--- src/rtl/l1_snoop_responder.sv ---
// l1_snoop_responder
// Per-core L1-side responder for the coherency snoop channel. Accepts one
// snoop at a time, arbitrates for the L1 arrays, looks up the MESI state,
// streams the full line out when it is dirty (M), writes back the
// downgraded state and returns a single-cycle snoop response.
//
// Ports:
//   clk, rst_n                   clock, asynchronous active-low reset
//   snoop_valid_i/ready_o        snoop handshake (ready only in IDLE)
//   snoop_addr_i, snoop_type_i   byte address, 0=RD_SHARED 1=RD_EXCL 2=INV 3=rsvd
//   snoop_rsp_valid_o            one-cycle response pulse
//   snoop_rsp_data_en_o          response carries line data
//   snoop_rsp_data_o             line, word 0 in LSBs (zero when no data)
//   arr_req_o / arr_gnt_i        L1 array ownership request / grant level
//   lk_en_o, lk_addr_o           tag/state lookup strobe and line address
//   lk_hit_i, lk_state_i         lookup result, one cycle after lk_en_o
//   dr_en_o, dr_addr_o           data word read strobe and word address
//   dr_data_i                    read data, one cycle after dr_en_o
//   st_wr_en_o, st_addr_o,
//   st_state_o                   MESI state write-back
//   stat_hits_o, stat_misses_o,
//   stat_wbacks_o                saturating statistics (SNOOP_STATS_EN only)
//   snoop_busy_o                 high from accept through the response cycle
//
// Build option: define SNOOP_STATS_EN to add the statistics counters.

module l1_snoop_responder #(
    parameter int unsigned ADDR_W     = 32,
    parameter int unsigned DATA_W     = 32,
    parameter int unsigned LINE_BYTES = 64
) (
    input  logic                              clk,
    input  logic                              rst_n,
    input  logic                              snoop_valid_i,
    output logic                              snoop_ready_o,
    input  logic [ADDR_W-1:0]                 snoop_addr_i,
    input  logic [1:0]                        snoop_type_i,
    output logic                              snoop_rsp_valid_o,
    output logic                              snoop_rsp_data_en_o,
    output logic [(LINE_BYTES/4)*DATA_W-1:0]  snoop_rsp_data_o,
    output logic                              arr_req_o,
    input  logic                              arr_gnt_i,
    output logic                              lk_en_o,
    output logic [ADDR_W-1:0]                 lk_addr_o,
    input  logic                              lk_hit_i,
    input  logic [1:0]                        lk_state_i,
    output logic                              dr_en_o,
    output logic [ADDR_W-1:0]                 dr_addr_o,
    input  logic [DATA_W-1:0]                 dr_data_i,
    output logic                              st_wr_en_o,
    output logic [ADDR_W-1:0]                 st_addr_o,
    output logic [1:0]                        st_state_o,
`ifdef SNOOP_STATS_EN
    output logic [31:0]                       stat_hits_o,
    output logic [31:0]                       stat_misses_o,
    output logic [31:0]                       stat_wbacks_o,
`endif
    output logic                              snoop_busy_o
);

    localparam int unsigned WORDS  = LINE_BYTES / 4;
    localparam int unsigned LINE_W = WORDS * DATA_W;
    localparam int unsigned IDX_W  = $clog2(WORDS);
    localparam int unsigned CNT_W  = IDX_W + 1;

    localparam logic [1:0] MESI_I = 2'd0;
    localparam logic [1:0] MESI_S = 2'd1;
    localparam logic [1:0] MESI_M = 2'd3;
    localparam logic [1:0] TY_RD_SHARED = 2'd0;
    localparam logic [1:0] TY_RSVD      = 2'd3;

    typedef enum logic [2:0] {
        S_IDLE, S_ARB, S_LOOKUP, S_LK_WAIT, S_READ_DATA, S_UPDATE, S_RESPOND
    } state_e;

    state_e              state_q, state_d;
    logic [ADDR_W-1:0]   addr_q;
    logic [1:0]          type_q;
    logic                data_en_q;
    logic [CNT_W-1:0]    cnt_q;
    logic [DATA_W-1:0]   line_q [WORDS];
    logic [LINE_W-1:0]   line_flat;

    logic accept;
    logic lk_skip;      // reserved type, miss or invalid line: respond without data/update
    logic lk_dirty;
    logic last_word;

    assign accept    = (state_q == S_IDLE) && snoop_valid_i;
    assign lk_skip   = (type_q == TY_RSVD) || !lk_hit_i || (lk_state_i == MESI_I);
    assign lk_dirty  = lk_state_i == MESI_M;
    assign last_word = cnt_q == CNT_W'(WORDS);

    // State register
    always_ff @(posedge clk or negedge rst_n) begin
        if (!rst_n) begin
            state_q <= S_IDLE;
        end else begin
            state_q <= state_d;
        end
    end

    // Next-state logic
    always_comb begin
        state_d = state_q;
        unique case (state_q)
            S_IDLE:      if (snoop_valid_i) state_d = S_ARB;
            S_ARB:       if (arr_gnt_i) state_d = S_LOOKUP;
            S_LOOKUP:    state_d = S_LK_WAIT;
            S_LK_WAIT: begin
                if (lk_skip)       state_d = S_RESPOND;
                else if (lk_dirty) state_d = S_READ_DATA;
                else               state_d = S_UPDATE;
            end
            S_READ_DATA: if (last_word) state_d = S_UPDATE;
            S_UPDATE:    state_d = S_RESPOND;
            S_RESPOND:   state_d = S_IDLE;
            default:     state_d = S_IDLE;
        endcase
    end

    // Outputs decoded from the registered state
    always_comb begin
        snoop_ready_o       = 1'b0;
        snoop_busy_o        = 1'b0;
        arr_req_o           = 1'b0;
        lk_en_o             = 1'b0;
        lk_addr_o           = '0;
        dr_en_o             = 1'b0;
        dr_addr_o           = '0;
        st_wr_en_o          = 1'b0;
        st_addr_o           = '0;
        st_state_o          = MESI_I;
        snoop_rsp_valid_o   = 1'b0;
        snoop_rsp_data_en_o = 1'b0;
        snoop_rsp_data_o    = '0;
        if (state_q == S_IDLE) begin
            snoop_ready_o = 1'b1;
        end else begin
            snoop_busy_o = 1'b1;
            arr_req_o    = 1'b1;
        end
        unique case (state_q)
            S_LOOKUP: begin
                lk_en_o   = 1'b1;
                lk_addr_o = addr_q;
            end
            S_READ_DATA: if (!last_word) begin
                dr_en_o   = 1'b1;
                dr_addr_o = addr_q + ADDR_W'({cnt_q, 2'b00});
            end
            S_UPDATE: begin
                st_wr_en_o = 1'b1;
                st_addr_o  = addr_q;
                st_state_o = (type_q == TY_RD_SHARED) ? MESI_S : MESI_I;
            end
            S_RESPOND: begin
                snoop_rsp_valid_o   = 1'b1;
                snoop_rsp_data_en_o = data_en_q;
                snoop_rsp_data_o    = data_en_q ? line_flat : '0;
            end
            default: ;
        endcase
    end

    // Request capture, word counter and line buffer
    always_ff @(posedge clk or negedge rst_n) begin
        if (!rst_n) begin
            addr_q    <= '0;
            type_q    <= '0;
            data_en_q <= 1'b0;
            cnt_q     <= '0;
            for (int i = 0; i < int'(WORDS); i++) line_q[i] <= '0;
        end else begin
            if (accept) begin
                addr_q    <= snoop_addr_i & ~ADDR_W'(LINE_BYTES - 1);
                type_q    <= snoop_type_i;
                data_en_q <= 1'b0;
                cnt_q     <= '0;
            end
            if (state_q == S_LK_WAIT) begin
                data_en_q <= !lk_skip && lk_dirty;
                cnt_q     <= '0;
            end
            if (state_q == S_READ_DATA) begin
                cnt_q <= cnt_q + CNT_W'(1);
                // Data for word k arrives while the counter shows k+1
                if (cnt_q != '0) line_q[IDX_W'(cnt_q - CNT_W'(1))] <= dr_data_i;
            end
        end
    end

    // Flatten the line buffer, word 0 in the LSBs
    always_comb begin
        line_flat = '0;
        for (int i = 0; i < int'(WORDS); i++) line_flat[i*DATA_W +: DATA_W] = line_q[i];
    end

`ifdef SNOOP_STATS_EN
    logic        hit_q;
    logic [31:0] hits_q, misses_q, wbacks_q;

    // Saturating counters, bumped in the response cycle
    always_ff @(posedge clk or negedge rst_n) begin
        if (!rst_n) begin
            hit_q    <= 1'b0;
            hits_q   <= '0;
            misses_q <= '0;
            wbacks_q <= '0;
        end else begin
            if (accept) hit_q <= 1'b0;
            if (state_q == S_LK_WAIT) hit_q <= lk_hit_i && (lk_state_i != MESI_I);
            if (state_q == S_RESPOND) begin
                if (hit_q && (hits_q != '1))      hits_q   <= hits_q + 32'd1;
                if (!hit_q && (misses_q != '1))   misses_q <= misses_q + 32'd1;
                if (data_en_q && (wbacks_q != '1)) wbacks_q <= wbacks_q + 32'd1;
            end
        end
    end

    assign stat_hits_o   = hits_q;
    assign stat_misses_o = misses_q;
    assign stat_wbacks_o = wbacks_q;
`endif

    // Grant must stay asserted once the arrays are owned
    a_gnt_held: assert property (@(posedge clk) disable iff (!rst_n)
        (state_q inside {S_LOOKUP, S_LK_WAIT, S_READ_DATA, S_UPDATE}) |-> arr_gnt_i);

endmodule

--- config.mk ---
export PLATFORM = sky130hd
export DESIGN_NAME = l1_snoop_responder
export DESIGN_NICKNAME = d
export VERILOG_FILES = /design/src/rtl/l1_snoop_responder.sv
export SDC_FILE = /design/constraint.sdc
export NUM_CORES = 1
export LEC_CHECK = 0
export ABC_AREA = 0
export CAP_MARGIN = 30
export CORE_AREA = 4 4 265 267
export CTS_BUF_LIST = sky130_fd_sc_hd__clkbuf_4 sky130_fd_sc_hd__clkbuf_8
export DETAILED_ROUTE_END_ITERATION = 10
export DIE_AREA = 0 0 269 271
export PLACE_DENSITY_LB_ADDON = 0.2
export SLEW_MARGIN = 20
export SYNTH_ARGS = -nofsm -noshare
export SYNTH_HDL_FRONTEND = slang
export SYNTH_SLANG_ARGS = --single-unit
export TNS_END_PERCENT = 100
--- constraint.sdc ---
create_clock -name clk -period 3.2 [get_ports clk]
set_clock_uncertainty 0.2 [all_clocks]
set_input_delay 0.64 -clock clk [delete_from_list [all_inputs] [get_ports clk]]
set_output_delay 0.64 -clock clk [all_outputs]
set_load 0.01 [all_outputs]
==> implementation parameters <==
Parameter                              Value

Routing
  Iteration-0 DRC Markers    2513
  Routed wire per std cell    30.0 µm
  Number of detailed-routing iterations run before antenna repair    6
  Number of vias per cell after detailed routing    5.97
  DRC violation count after routing    0
  Total wire length    122000 µm
  Count of antenna-violating nets left after detailed routing    0
  Number of vias in the routed layout    24256

Synthesis
  Most common flop cell mapped by yosys    dfrtp_1
  Adder-Cell Fraction of Synth Area    0.451%
  Register bit count reported by yosys    549
  Top post-synthesis cells by count    dfrtp_1, and3_1, o2bb2ai_1
  Count leader, synth    dfrtp_1
  Mux cell area share after synthesis    1.17%
  Synthesis warning total    0
  Synth Area in XOR/XNOR    0.526%
  Total standard cell area after synthesis    25000 µm²
  Gate Count Post-Synth    2262
  Simple-Gate Fraction of Synth Area    18.8%
  Top cells by area in the synthesized netlist    dfrtp_1, o2bb2ai_1, and3_1, clkbuf_1, nand2_1
  Per-instance average area after synthesis    11.0 µm²
  Number of enable flip-flop cells after synthesis    0
  Portion of the post-synthesis area used by sequential elements    55.0%
  Number of distinct library cells after synthesis    50
  Asr flop ratio synth    100%
  Largest family of logic cells by synthesized area    compound AO/OA/AOI/OAI gates
  Largest area contributor in the netlist    dfrtp_1
  Top-area cell type share of the netlist area    55.0%
  Post-synthesis compound-gate area fraction    19.3%

Global routing
  Largest net degree at the start of global routing    100
  Number of antenna violations at the first check in global routing    11
  Number of global-route vias before repair    24206
  Global route total overflow    0
  Overall Global Routing Usage    31.0%
  First-pass GRT wire length    169000 µm

Pwr
  Max rail drop VDD    0.931 mV
  Switch Pwr    9.64 mW
  Pint    16.0 mW
  Sequential share of power    34.1%
  Overall power    25.7 mW
  Fraction of power spent switching nets    37.5%
  Leakage power of the design    19.8 nW
  Proportion of power drawn by the clock network    26.6%
  Combinational cell fraction of total power    39.3%
  Total power divided by cell area    633 nW/µm²

Run status
  Failing checks    setup timing
  Result of the run    finished, violations left

Hold path
  Terminating pin of the worst hold path    line_flat[392]
  Start point of the worst hold path    line_flat[392]
  Hold depth    1
  Type of the tightest min-delay check    reg2reg

Floorplan
  Vert. Die Dim    271 µm
  # rows    96
  Ports placed on the boundary    691
  Die W    269 µm
  Area of the die    72900 µm²
  Core Area    68100 µm²
  Initial Utilization    36.7%

Timing
  Hold WS    0.279 ns
  Relative max-transition margin    28.9%
  Worst Max-Slew Pin Slew    1.07 ns
  Final setup violation count    358
  Fin. max-slew vios    0
  Unrepaired setup endpoints after global routing    true
  Maximum clock frequency    0.290 GHz
  Final setup slack of the worst path    -0.252 ns
  Setup Total Neg Slack    -26.84 ns
  Final critical delay including setup and external delays    3.45 ns
  Final hold violation count    0
  Ratio of final minimum period to clock period    108%

Worst setup path
  Startpoint class of the critical path    register
  FF-to-FF setup slack    0.10 ns
  Crit Path Class    reg2out
  WP data arrival    2.61 ns
  Worst reg2reg startpoint    cnt_q[1]
  Kind of capture point of the worst setup path    primary output
  Largest fanout on the critical path    3
  Reg2reg path depth    10
  Worst EP required    2.36 ns
  Reg-to-Reg End    line_flat[376]

Placement
  Placement-stage worst setup slack    0.0127 ns
  Estimated wirelength of the detail-placed design    73200 µm
  Placed cell count    3689
  Placed Area    33300 µm²
  Total of buffers placed on input and output ports    669
  RePlAce Congestion    0.866

Cells and area
  Layout cell share with drive strength beyond 1    47.0%
  Layout filler cell count    5423
  Final std cells w/o fill    4064
  Combined flip-flop and latch cell area    13700 µm²
  Final Cell Area    40600 µm²
  Footprint of the multi-input gates    12300 µm²
  Net count reported at finish    3190
  Synthesis-to-layout area growth    62.4%
  Utilization of the core after routing    59.6%

Clock tree
  Buffer depth of the longest clock path    3
  Total CTS buffers    92
  Root buffer cell    clkbuf_8
  Clk sinks    549
  Clock-pin slew on the worst setup and hold paths    0.06 ns
  Clock Latency Late Sink    0.68 ns
  TritonCTS clock tree    yes
  H-Tree Level Count    3

Flow run
  Number of maximum-capacitance constraint violations    0
## routing by layer
metal	part of all wire (%)	wire length (µm)	vias up	GRT usage (%)
met5	0.047	57	-	0
met4	4.8	5810	8	13.6
met3	9.7	11900	272	8.60
met2	47	57000	1435	48.3
met1	39	47300	12339	40.5
li1	-	-	10202	-
## critical path: stages (launching register included)
cell,delay [ns]
dfrtp_1,0.39
ha_4,0.16
ha_1,0.16
nand3_1,0.14
or4_4,0.44
or3_4,0.34
a21oi_2,0.15
buf_2,0.15
## layout by cell type, fill, tap and decap left out, types with 35 or more instances in the layout
| cell type | n |
|---|---|
| and2_1 | 56 |
| buf_6 | 409 |
| and3_1 | 135 |
| nand2_1 | 145 |
| dfrtp_1 | 542 |
| clkbuf_2 | 38 |
| buf_2 | 106 |
| buf_12 | 58 |
| buf_4 | 155 |
| clkbuf_8 | 116 |
| clkdlybuf4s50_1 | 69 |
| buf_8 | 35 |
| dlymetal6s2s_1 | 80 |
| and3_4 | 380 |
| o2bb2ai_1 | 512 |
## flip-flops by register name (all words and copies together) (netlist names)
register / cells
data_en_q: 1
state_q: 3
type_q: 2
line_flat: 512
addr_q: 26
cnt_q: 5
## area by class of cell
cell class | count | area share (%)
Multi-Input combinational cell | 1446 | 30.4
Clock inverter | 19 | 0.500
Tap cell | 882 | 2.72
Clock buffer | 144 | 4.45
Timing Repair Buffer | 1011 | 27.9
Antenna cell | 5 | 0.0308
Inverter | 8 | 0.0864
Sequential cell | 549 | 33.9
## what timing repair did
item | CTS | global route
pin swaps | 25 | 26
gates resized for setup | 1861 | 1238
endpoints found under the hold margin | 77 | 0
hold buffers | 1 | 0
setup buffers | 95 | 79
endpoints found under the setup margin | 600 | 547
gates cloned | 37 | 31
## power groups by stage
| stage | logic (mW) | clock network (mW) | registers [mW] |
|---|---|---|---|
| after global routing | 10.5 | 7.26 | 8.87 |
| after detailed placement | 7.08 | 0 | 8.78 |
| after CTS | 8.96 | 6.90 | 8.68 |
| after floorplan | 3.91 | 0 | 8.52 |
| after global placement | 6.98 | 0 | 8.76 |
| final | 10.1 | 6.84 | 8.75 |
## cells by family after synthesis
kind of cell / Yosys count
fa+ha+maj: 9
other cells: 1
xor+xnor: 15
compound gates: 569
flops: 549
simple gates: 811
buf+inv: 282
mux: 26
## worst max-delay path by stage
| stage | start | endpoint | slack, ns | cells after the start |
|---|---|---|---|---|
| 2_1_floorplan | cnt_q[0] | dr_addr_o[6] | 0.45 | 6 |
| 3_3_place_gp | cnt_q[4] | dr_addr_o[20] | -0.02 | 7 |
| 3_5_place_dp | cnt_q[4] | dr_addr_o[20] | 0.01 | 7 |
| 4_1_cts | cnt_q[4] | dr_addr_o[20] | -0.48 | 7 |
| 5_1_grt | cnt_q[4] | dr_addr_o[20] | -0.36 | 7 |
| 6_report | addr_q[6] | dr_addr_o[20] | -0.25 | 7 |
(Power assumes the default switching activity.)
